[src/rtl/approx_eval_pkg.sv]
// Shared definitions for the approximate-adder error sweeper.
//   state_e : sweep controller states.
//   sum_w / cnt_w / n_vec : width helpers derived from the netlist
//   input width (IN_W) and output width (OUT_W).
package approx_eval_pkg;

  typedef enum logic [1:0] {
    IDLE  = 2'd0,
    SWEEP = 2'd1,
    DRAIN = 2'd2,
    DONE  = 2'd3
  } state_e;

  // Width of the running sum of absolute errors: (2^OUT_W-1)*2^IN_W fits.
  function automatic int sum_w(input int in_w, input int out_w);
    return in_w + out_w;
  endfunction

  // Width of the violation counter: up to 2^IN_W violations.
  function automatic int cnt_w(input int in_w);
    return in_w + 1;
  endfunction

  // Number of input vectors in one exhaustive sweep.
  function automatic int n_vec(input int in_w);
    return 1 << in_w;
  endfunction

endpackage

[src/rtl/approx_abs_err.sv]
// Absolute error between an approximate result and the exact result.
//   approx : netlist output (OUT_W bits)
//   exact  : exact sum truncated to OUT_W bits
//   err    : |approx - exact|, unsigned OUT_W bits
//   viol   : err exceeds the error threshold ET
module approx_abs_err #(
  parameter int OUT_W = 3,
  parameter int ET    = 5
) (
  input  logic [OUT_W-1:0] approx,
  input  logic [OUT_W-1:0] exact,
  output logic [OUT_W-1:0] err,
  output logic             viol
);

  localparam logic [31:0] ET_L = ET;

  always_comb begin
    err  = (approx > exact) ? (approx - exact) : (exact - approx);
    viol = (32'(err) > ET_L);
  end

endmodule

[src/rtl/approx_adder_error_sweeper.sv]
// Exhaustive error characterisation harness for a combinational
// approximate adder netlist. Drives every input vector in turn,
// compares each netlist result against the exact sum and accumulates
// max / sum of absolute error, threshold violations and worst vector.
//   clk, rst   : rising-edge clock, synchronous active-high reset
//   start      : request a sweep (honoured in IDLE or DONE only)
//   busy       : high in SWEEP and DRAIN
//   done       : one-cycle pulse when statistics are final
//   dut_in     : registered vector to the netlist, {b, a}
//   dut_out    : netlist result, combinational from dut_in
//   max_err, sum_err, viol_cnt, worst_vec : accumulated statistics
//   pass       : max_err <= ET, valid from done onward
//
// Pipeline: stage 1 captures {dut_out, exact, dut_in} every SWEEP edge;
// stage 2 folds the capture into the statistics on the following edge.
// DRAIN exists only to fold the final capture in.
module approx_adder_error_sweeper
  import approx_eval_pkg::*;
#(
  parameter int IN_W  = 4,
  parameter int OUT_W = 3,
  parameter int ET    = 5
) (
  input  logic                           clk,
  input  logic                           rst,
  input  logic                           start,
  output logic                           busy,
  output logic                           done,
  output logic [IN_W-1:0]                dut_in,
  input  logic [OUT_W-1:0]               dut_out,
  output logic [OUT_W-1:0]               max_err,
  output logic [sum_w(IN_W, OUT_W)-1:0]  sum_err,
  output logic [cnt_w(IN_W)-1:0]         viol_cnt,
  output logic [IN_W-1:0]                worst_vec,
  output logic                           pass
);

  localparam int          SUM_W  = sum_w(IN_W, OUT_W);
  localparam int          CNT_W  = cnt_w(IN_W);
  localparam int          HALF   = IN_W / 2;
  localparam int          WIDE_W = HALF + OUT_W + 1;
  localparam logic [31:0] ET_L   = ET;

  state_e                 state_q, state_d;
  logic [IN_W-1:0]        dut_in_q, dut_in_d;
  logic [OUT_W-1:0]       cap_out_q, cap_out_d;
  logic [OUT_W-1:0]       cap_exact_q, cap_exact_d;
  logic [IN_W-1:0]        cap_vec_q, cap_vec_d;
  logic                   cap_valid_q, cap_valid_d;
  logic [OUT_W-1:0]       max_err_q, max_err_d;
  logic [SUM_W-1:0]       sum_err_q, sum_err_d;
  logic [CNT_W-1:0]       viol_cnt_q, viol_cnt_d;
  logic [IN_W-1:0]        worst_vec_q, worst_vec_d;
  logic                   pass_q, pass_d;

  logic [HALF-1:0]        op_a, op_b;
  logic [WIDE_W-1:0]      sum_wide;
  logic [OUT_W-1:0]       exact_now;
  logic [OUT_W-1:0]       err;
  logic                   viol;
  logic                   launch;

  // Exact sum of the vector currently on dut_in; the wide add keeps the
  // carry so truncation to OUT_W bits is a plain slice for any OUT_W.
  always_comb begin
    op_a      = dut_in_q[HALF-1:0];
    op_b      = dut_in_q[IN_W-1:HALF];
    sum_wide  = WIDE_W'(op_a) + WIDE_W'(op_b);
    exact_now = sum_wide[OUT_W-1:0];
  end

  approx_abs_err #(
    .OUT_W (OUT_W),
    .ET    (ET)
  ) u_abs_err (
    .approx (cap_out_q),
    .exact  (cap_exact_q),
    .err    (err),
    .viol   (viol)
  );

  always_comb begin
    state_d     = state_q;
    dut_in_d    = dut_in_q;
    cap_out_d   = cap_out_q;
    cap_exact_d = cap_exact_q;
    cap_vec_d   = cap_vec_q;
    cap_valid_d = cap_valid_q;
    max_err_d   = max_err_q;
    sum_err_d   = sum_err_q;
    viol_cnt_d  = viol_cnt_q;
    worst_vec_d = worst_vec_q;
    pass_d      = pass_q;
    launch      = start && (state_q == IDLE || state_q == DONE);

    // Stage 2: fold the previous capture into the statistics. Strict '>'
    // keeps the lowest-index vector on ties.
    if (cap_valid_q) begin
      sum_err_d = sum_err_q + SUM_W'(err);
      if (viol) viol_cnt_d = viol_cnt_q + CNT_W'(1);
      if (err > max_err_q) begin
        max_err_d   = err;
        worst_vec_d = cap_vec_q;
      end
    end

    case (state_q)
      IDLE, DONE: begin
        state_d = IDLE;
      end
      SWEEP: begin
        cap_out_d   = dut_out;
        cap_exact_d = exact_now;
        cap_vec_d   = dut_in_q;
        cap_valid_d = 1'b1;
        dut_in_d    = dut_in_q + IN_W'(1);
        if (dut_in_q == '1) state_d = DRAIN;
      end
      DRAIN: begin
        cap_valid_d = 1'b0;
        pass_d      = (32'(max_err_d) <= ET_L);
        state_d     = DONE;
      end
      default: state_d = IDLE;
    endcase

    // A new sweep clears everything on its accepting edge.
    if (launch) begin
      state_d     = SWEEP;
      dut_in_d    = '0;
      cap_valid_d = 1'b0;
      max_err_d   = '0;
      sum_err_d   = '0;
      viol_cnt_d  = '0;
      worst_vec_d = '0;
      pass_d      = 1'b0;
    end
  end

  always_ff @(posedge clk) begin
    if (rst) begin
      state_q     <= IDLE;
      dut_in_q    <= '0;
      cap_out_q   <= '0;
      cap_exact_q <= '0;
      cap_vec_q   <= '0;
      cap_valid_q <= 1'b0;
      max_err_q   <= '0;
      sum_err_q   <= '0;
      viol_cnt_q  <= '0;
      worst_vec_q <= '0;
      pass_q      <= 1'b0;
    end else begin
      state_q     <= state_d;
      dut_in_q    <= dut_in_d;
      cap_out_q   <= cap_out_d;
      cap_exact_q <= cap_exact_d;
      cap_vec_q   <= cap_vec_d;
      cap_valid_q <= cap_valid_d;
      max_err_q   <= max_err_d;
      sum_err_q   <= sum_err_d;
      viol_cnt_q  <= viol_cnt_d;
      worst_vec_q <= worst_vec_d;
      pass_q      <= pass_d;
    end
  end

  assign busy      = (state_q == SWEEP) || (state_q == DRAIN);
  assign done      = (state_q == DONE);
  assign dut_in    = dut_in_q;
  assign max_err   = max_err_q;
  assign sum_err   = sum_err_q;
  assign viol_cnt  = viol_cnt_q;
  assign worst_vec = worst_vec_q;
  assign pass      = pass_q;

endmodule

[config.mk]
export PLATFORM = sky130hd
export DESIGN_NAME = approx_adder_error_sweeper
export DESIGN_NICKNAME = d
export VERILOG_FILES = /design/src/rtl/approx_eval_pkg.sv /design/src/rtl/approx_abs_err.sv /design/src/rtl/approx_adder_error_sweeper.sv
export SDC_FILE = /design/constraint.sdc
export NUM_CORES = 1
export LEC_CHECK = 0
export ABC_AREA = 1
export CORE_ASPECT_RATIO = 0.5
export CORE_MARGIN = 1.5
export CORE_UTILIZATION = 50
export CTS_CLUSTER_DIAMETER = 80
export DETAILED_ROUTE_END_ITERATION = 10
export MAX_ROUTING_LAYER = met4
export PLACE_DENSITY = 0.76
export SLEW_MARGIN = 10
export SYNTH_ARGS = -nofsm -noshare
export SYNTH_HDL_FRONTEND = slang
export SYNTH_SLANG_ARGS = --single-unit
[constraint.sdc]
create_clock -name clk -period 3.3 [get_ports clk]
set_input_delay 0.66 -clock clk [delete_from_list [all_inputs] [get_ports clk]]
set_output_delay 0.66 -clock clk [all_outputs]
set_load 0.05 [all_outputs]
[After elaboration in Yosys (flattened, before gate mapping)]
Index checks and enable logic that the tools add are counted.
Word-level totals
  input bits: 6
  memories kept: 0
  word-level logic and storage cells: 44
  bits in read-only memories: 0
  RAM bits: 0
  latch bits: 0
  register bits after elaboration: 37
Operators by class
  add/sub/neg operators: 6
  reduce and logical (&&, ||, !) cells: 9
  equality and inequality tests: 6
  $mul: 0
  muxes and demuxes: 7
  shift operators: 0
  order comparisons: 4
  bitwise gates (word level): 0
  div/mod/pow operators: 0
Operators with widths (count)
  $mux W3: 3
  $add A7 B3 Y7: 1
  $gt A3 B3 Y1: 2
  $pmux W2 S3: 1
  $sub A3 B3 Y3: 2
  $add A5 B1 Y5 const B: 1
  $add A4 B1 Y4 const B: 1
  $eq A2 B2 Y1 const B: 2
  $eq A4 B4 Y1 const B: 1
  $reduce_and A2 Y1: 2
  $reduce_or A2 Y1: 2
  $add A2 B2 Y3: 1
  $gt A3 B3 Y1 const B: 1
  $le A3 B3 Y1 const B: 1
  $ne A3 B3 Y1 const B: 1
  $eq A2 B1 Y1 const B: 1
  $logic_not A2 Y1: 1
  $logic_or A1 B1 Y1: 2
  $mux W2: 1
  $ne A2 B2 Y1 const B: 1
  $pmux W1 S2: 1
  $reduce_bool A2 Y1: 1
  $logic_and A1 B1 Y1: 1
  $mux W1: 1

[Depth between registers and ports, before layout]
  depth in word-level cells: 6
  mapped depth: 18
  mapped depth without buffers: 18

[By module]
Synthesis repeated with hierarchy kept, for this count alone.
Second synthesis, totals
  cell total of the unflattened synthesis: 244
  area, all modules: 1908.1 um2
By module, submodules not included
  approx_adder_error_sweeper: times used 1, cells each 214, area each 1702.9 um2, seq. area each 740.7 um2
  approx_abs_err: times used 1, cells each 30, area each 205.2 um2, seq. area each 0.0 um2

[Worst setup path after synthesis]
Ideal clock, no wire load.
  path type: register -> register
  start: reg cap_out_q[0]
  end: reg pass_q, in the netlist pass
  required time: 3182 ps
  buffers on the path: 0
  stages on the path, launching flop included: 17
  clock period less this slack: 2392 ps
  setup slack: 908 ps
  arrival time: 2275 ps
  cells stage by stage: dfxtp_1 inv_1 ha_1 inv_1 fa_1 nand3_1 nand2_4 ha_1 nand2_1 nor2_1 nor2_1 nor2_2 nand2_2 nand2_1 o21ai_2 nor2_1 nor2_1
On the way
  word-level cells in the longest chain between the ends: 6
  elaborated cells on any way between the ends: 8
Ends and longest elaborated chain
  start, declared: line approx_adder_error_sweeper.sv:46  | logic [OUT_W-1:0] cap_out_q, cap_out_d;
  start signal, assigned: line approx_adder_error_sweeper.sv:156  | cap_out_q <= cap_out_d;
  $sub A3 B3 Y3 / $gt A3 B3 Y1 (equally long branches): line approx_abs_err.sv:19  | err = (approx > exact) ? (approx - exact) : (exact - approx);
  $mux W3 (*): line approx_abs_err.sv:19
  $gt A3 B3 Y1: line approx_adder_error_sweeper.sv:101  | if (err > max_err_q) begin
  $mux W3 (*): line approx_adder_error_sweeper.sv:101
  $mux W3 (*): line approx_adder_error_sweeper.sv:98  | if (cap_valid_q) begin
  $le A3 B3 Y1 (*): line approx_adder_error_sweeper.sv:121  | pass_d = (32'(max_err_d) <= ET_L);
  end signal, assigned: line approx_adder_error_sweeper.sv:164  | pass_q <= pass_d;
  end, declared: line approx_adder_error_sweeper.sv:54  | logic pass_q, pass_d;
Mark *: on every way between the ends. The rest lies on a longest branch, timed or not.
A chain may end at the register's enable or synchronous reset.

[Worst setup path after layout]
  start: reg state_q[0]
  end: out busy
On the way
  word-level cells in the longest chain between the ends: 2
  elaborated cells on any way between the ends: 3
Ends and longest elaborated chain
  start, declared: line approx_adder_error_sweeper.sv:44  | state_e state_q, state_d;
  start signal, assigned: line approx_adder_error_sweeper.sv:154  | state_q <= state_d;
  $eq A2 B1 Y1 / $eq A2 B2 Y1 (equally long branches): line approx_adder_error_sweeper.sv:168  | assign busy = (state_q == SWEEP) || (state_q == DRAIN);
  $logic_or A1 B1 Y1 (*): line approx_adder_error_sweeper.sv:168
  end, declared: line approx_adder_error_sweeper.sv:27  | output logic busy,
Marked as above.

==> reports/qor.yml <==
power_and_ir_drop:
  static-leakage-power_uw: 0.000948
  power.sequential.fraction_pct: 25.9
  powerDensity_nw_per_um2: 1020
  ir_drop_mv: 0.402
  share_clk_of_total_power_pct: 14.5
  switching_power_uw: 1200
  cell_internal_pwr_uw: 1200
  power.share.switching_pct: 50.0
  power.share.combinational_pct: 59.6
timing:
  final_period_demand_of_the_worst_path_ps: 2670
  final_hold_viol_count: 0
  worst_slew_margin_rel_pct: 66.5
  setup_total_negative_slack_ps: 0
  setup_skew_ps: 4.32
  timing_max_transition_violations_final: 0
  min_period_over_period_pct: 81.0
  setup_repair_after_global_routing_missed_its_margin: "false"
  tightest_slew_ps: 501
  report.final.setup_viol: 0
  max_freq_mhz: 374
synthesis:
  postSynthCellCount: 229
  synth.yosys.seq_area_share_pct: 39.2
  yosys_most_used_dff: "dfxtp_1"
  area_leader_netlist: "dfxtp_1"
  ys_seq_elements: 37
  ys_async_sr_fraction_pct: 0
  netlist.area_leader.share_pct: 39.2
  synth.avg_cell_area_um2: 8.26
  synth.distinct_cells: 29
  synth_enable_flop_cells: 0
  syn-num-nets: 257
  synth.cell_area_um2: 1890
  synthesis.yosys.warnings: 0
  synth.most_common_cell: "dfxtp_1"
  post_synth_main_area_contributors: "dfxtp_1 39%, ha_1 12%, a21oi_1 7.4%"
  post_synth_most_frequent_cells: "37 x dfxtp_1, 32 x nand2_1, 28 x a21oi_1"
layout:
  layout-drive-gt1-share_pct: 6.82
  stdcell_area_um2: 2350
  final.fill_count: 315
  area.growth.synth_to_final_pct: 24.1
  final_net_count: 291
  antenna_cells_inserted: 0
drt:
  detail_route.vias_per_cell: 4.99
  detail_route.first_pass.iterations: 4
  avgRoutedWirePerCell_um: 12.6
  detailroute.via_count: 1573
  postRouteAntennaNets: 0
  routed_wl_mm: 3.96
  dr.first_iter.drc_count: 46
  detail_route.drc_violations: 0
worst_setup_path:
  arrival_ps: 2010
  slowest_stage: "clkdlybuf4s50_1"
  max_stage_delay_ps: 800
  worst-endpoint-required_ps: 2640
  critPathLaunchType: "flip-flop"
  timing.critical_path.to_type: "output pin"
  timing.critical_path.mode_cell: "inv_1"
  critical_path.max_fanout: 5
  timing.critical_path.cells: "inv_1 -> ha_1 -> inv_1 -> clkdlybuf4s50_1"
  critPathKind: "flip-flop to output pin"
floorplanning:
  floorplan.io_pins: 32
  fp.dieW_um: 90.0
  core_um2: 3530
  die_h_um: 46.5
  die_area_um2: 4180
  placement_rows: 15
  initial_cell_density_of_the_core_pct: 53.6
clocking:
  post_cts_setup_buffers: 0
  tritoncts_buffer_count: 5
  cts.repair.resized: 0
  cts_tree: "yes"
  cts_hold_buf: 0
  clkSinkCount: 37
  clk_path_buf_depth: 2
  cts.clk_slew.worst_paths_ps: 70
  clk_latency_ps: 290
  h-tree-depth: 2
  cts_root_buf: "clkbuf_8"
grt:
  antenna_found_initial: 0
  grt_start_max_net_pins: 18
  wire_length_of_the_first_global_routing_pass_mm: 6.46
  grt_overflow: 0
  first_global_vias: 1480
  grt.total_usage_pct: 21.1
placed_design:
  gpl.final_weighted_congestion: 0.828
  dpl.hpwl_mm: 2.98
  count_of_input_and_output_buffers: 31
  placedInstanceArea_um2: 2250
flow_run:
  max_cap_viol_count: 0
outcome:
  outcome: "finished clean"
hold_path:
  hp_class: "flip-flop to flip-flop"
==> routing by layer <==
metal	track usage [%]	vias to the layer above	share of wire (%)
li1	-	819	-
met4	8.89	0	1.6
met2	36.2	28	47
met3	5.28	7	3.6
met1	24.6	719	48
met5	-	-	0
==> power by group through the flow <==
stage | logic (uW) | clock network [uW] | registers (uW)
floorplan | 1040 | 0 | 703
global placement | 1350 | 0 | 624
detailed placement | 1430 | 0 | 631
CTS | 1440 | 361 | 621
global route | 1610 | 377 | 634
finish | 1430 | 349 | 622
==> per-stage QoR <==
stage | instances | util (%) | total power, uW | setup slack (ps) | hold slack (ps)
global route | 315 | 66.5 | 2620 | 355 | 492
floorplan | 229 | - | 1740 | 908 | 435
finish | 315 | 66.5 | 2400 | 628 | 464
CTS | 315 | 66.5 | 2420 | 618 | 467
detailed placement | 307 | 63.7 | 2060 | 629 | 457
global placement | 307 | 63.7 | 1980 | 791 | 453
==> cell usage in the layout (no fill, tap or decap), drive strengths merged, types with 4 or more instances in the layout <==
master	synthesis	layout
nand3	17	17
nor2	20	20
inv	25	25
o21ai	20	20
ha	18	18
clkdlybuf4s50	0	31
xor2	5	5
dfxtp	37	37
nand2	36	36
clkbuf	2	7
fa	4	4
a21oi	29	29
==> worst paths after layout <==
path         depth (start not counted)        endpoint            from  slack (ps)
min                                  2  cap_exact_q[2]  cap_exact_q[2]         460
max reg2reg                         17            pass  cap_exact_q[0]         640
max                                  4            busy      state_q[0]         630
min reg2reg                          2  cap_exact_q[2]  cap_exact_q[2]         460
==> final cells by class <==
type | instances | area, um^2 | share of cell area, %
flip-flops and latches | 37 | 741 | 31.6
multi-input cells | 161 | 1030 | 43.8
well taps | 51 | 63.8 | 2.72
clock inverters | 1 | 5.00 | 0.213
repair buffers | 31 | 310 | 13.2
clock buffers | 7 | 96.3 | 4.10
inverters | 27 | 103 | 4.37
==> state kept, by name (all words and copies together), names as in the netlist, 2 cells and up <==
signal / flops
max_err: 3
cap_out_q: 3
dut_in: 4
cap_vec_q: 4
cap_exact_q: 3
viol_cnt: 5
sum_err: 7
worst_vec: 4
state_q: 2
==> cells by family (layout without fill, tap and decap cells) <==
family / Yosys count / after routing / share of synthesized area [%]
AND/OR/NAND/NOR: 78 / 78 / 19.2
AO/OA/AOI/OAI: 53 / 53 / 15.3
adder cells (fa/ha/maj): 22 / 22 / 16.1
flip-flops: 37 / 37 / 39.2
XOR/XNOR: 8 / 8 / 3.70
buffers and inverters: 31 / 66 / 6.48
==> critical path: cells and delay by family, from the launching register on <==
kind,cells,cell delay [ps]
DFF,1,360
adders and majority gates,1,380
buffers and inverters,3,990
(Power assumes the default switching activity.)
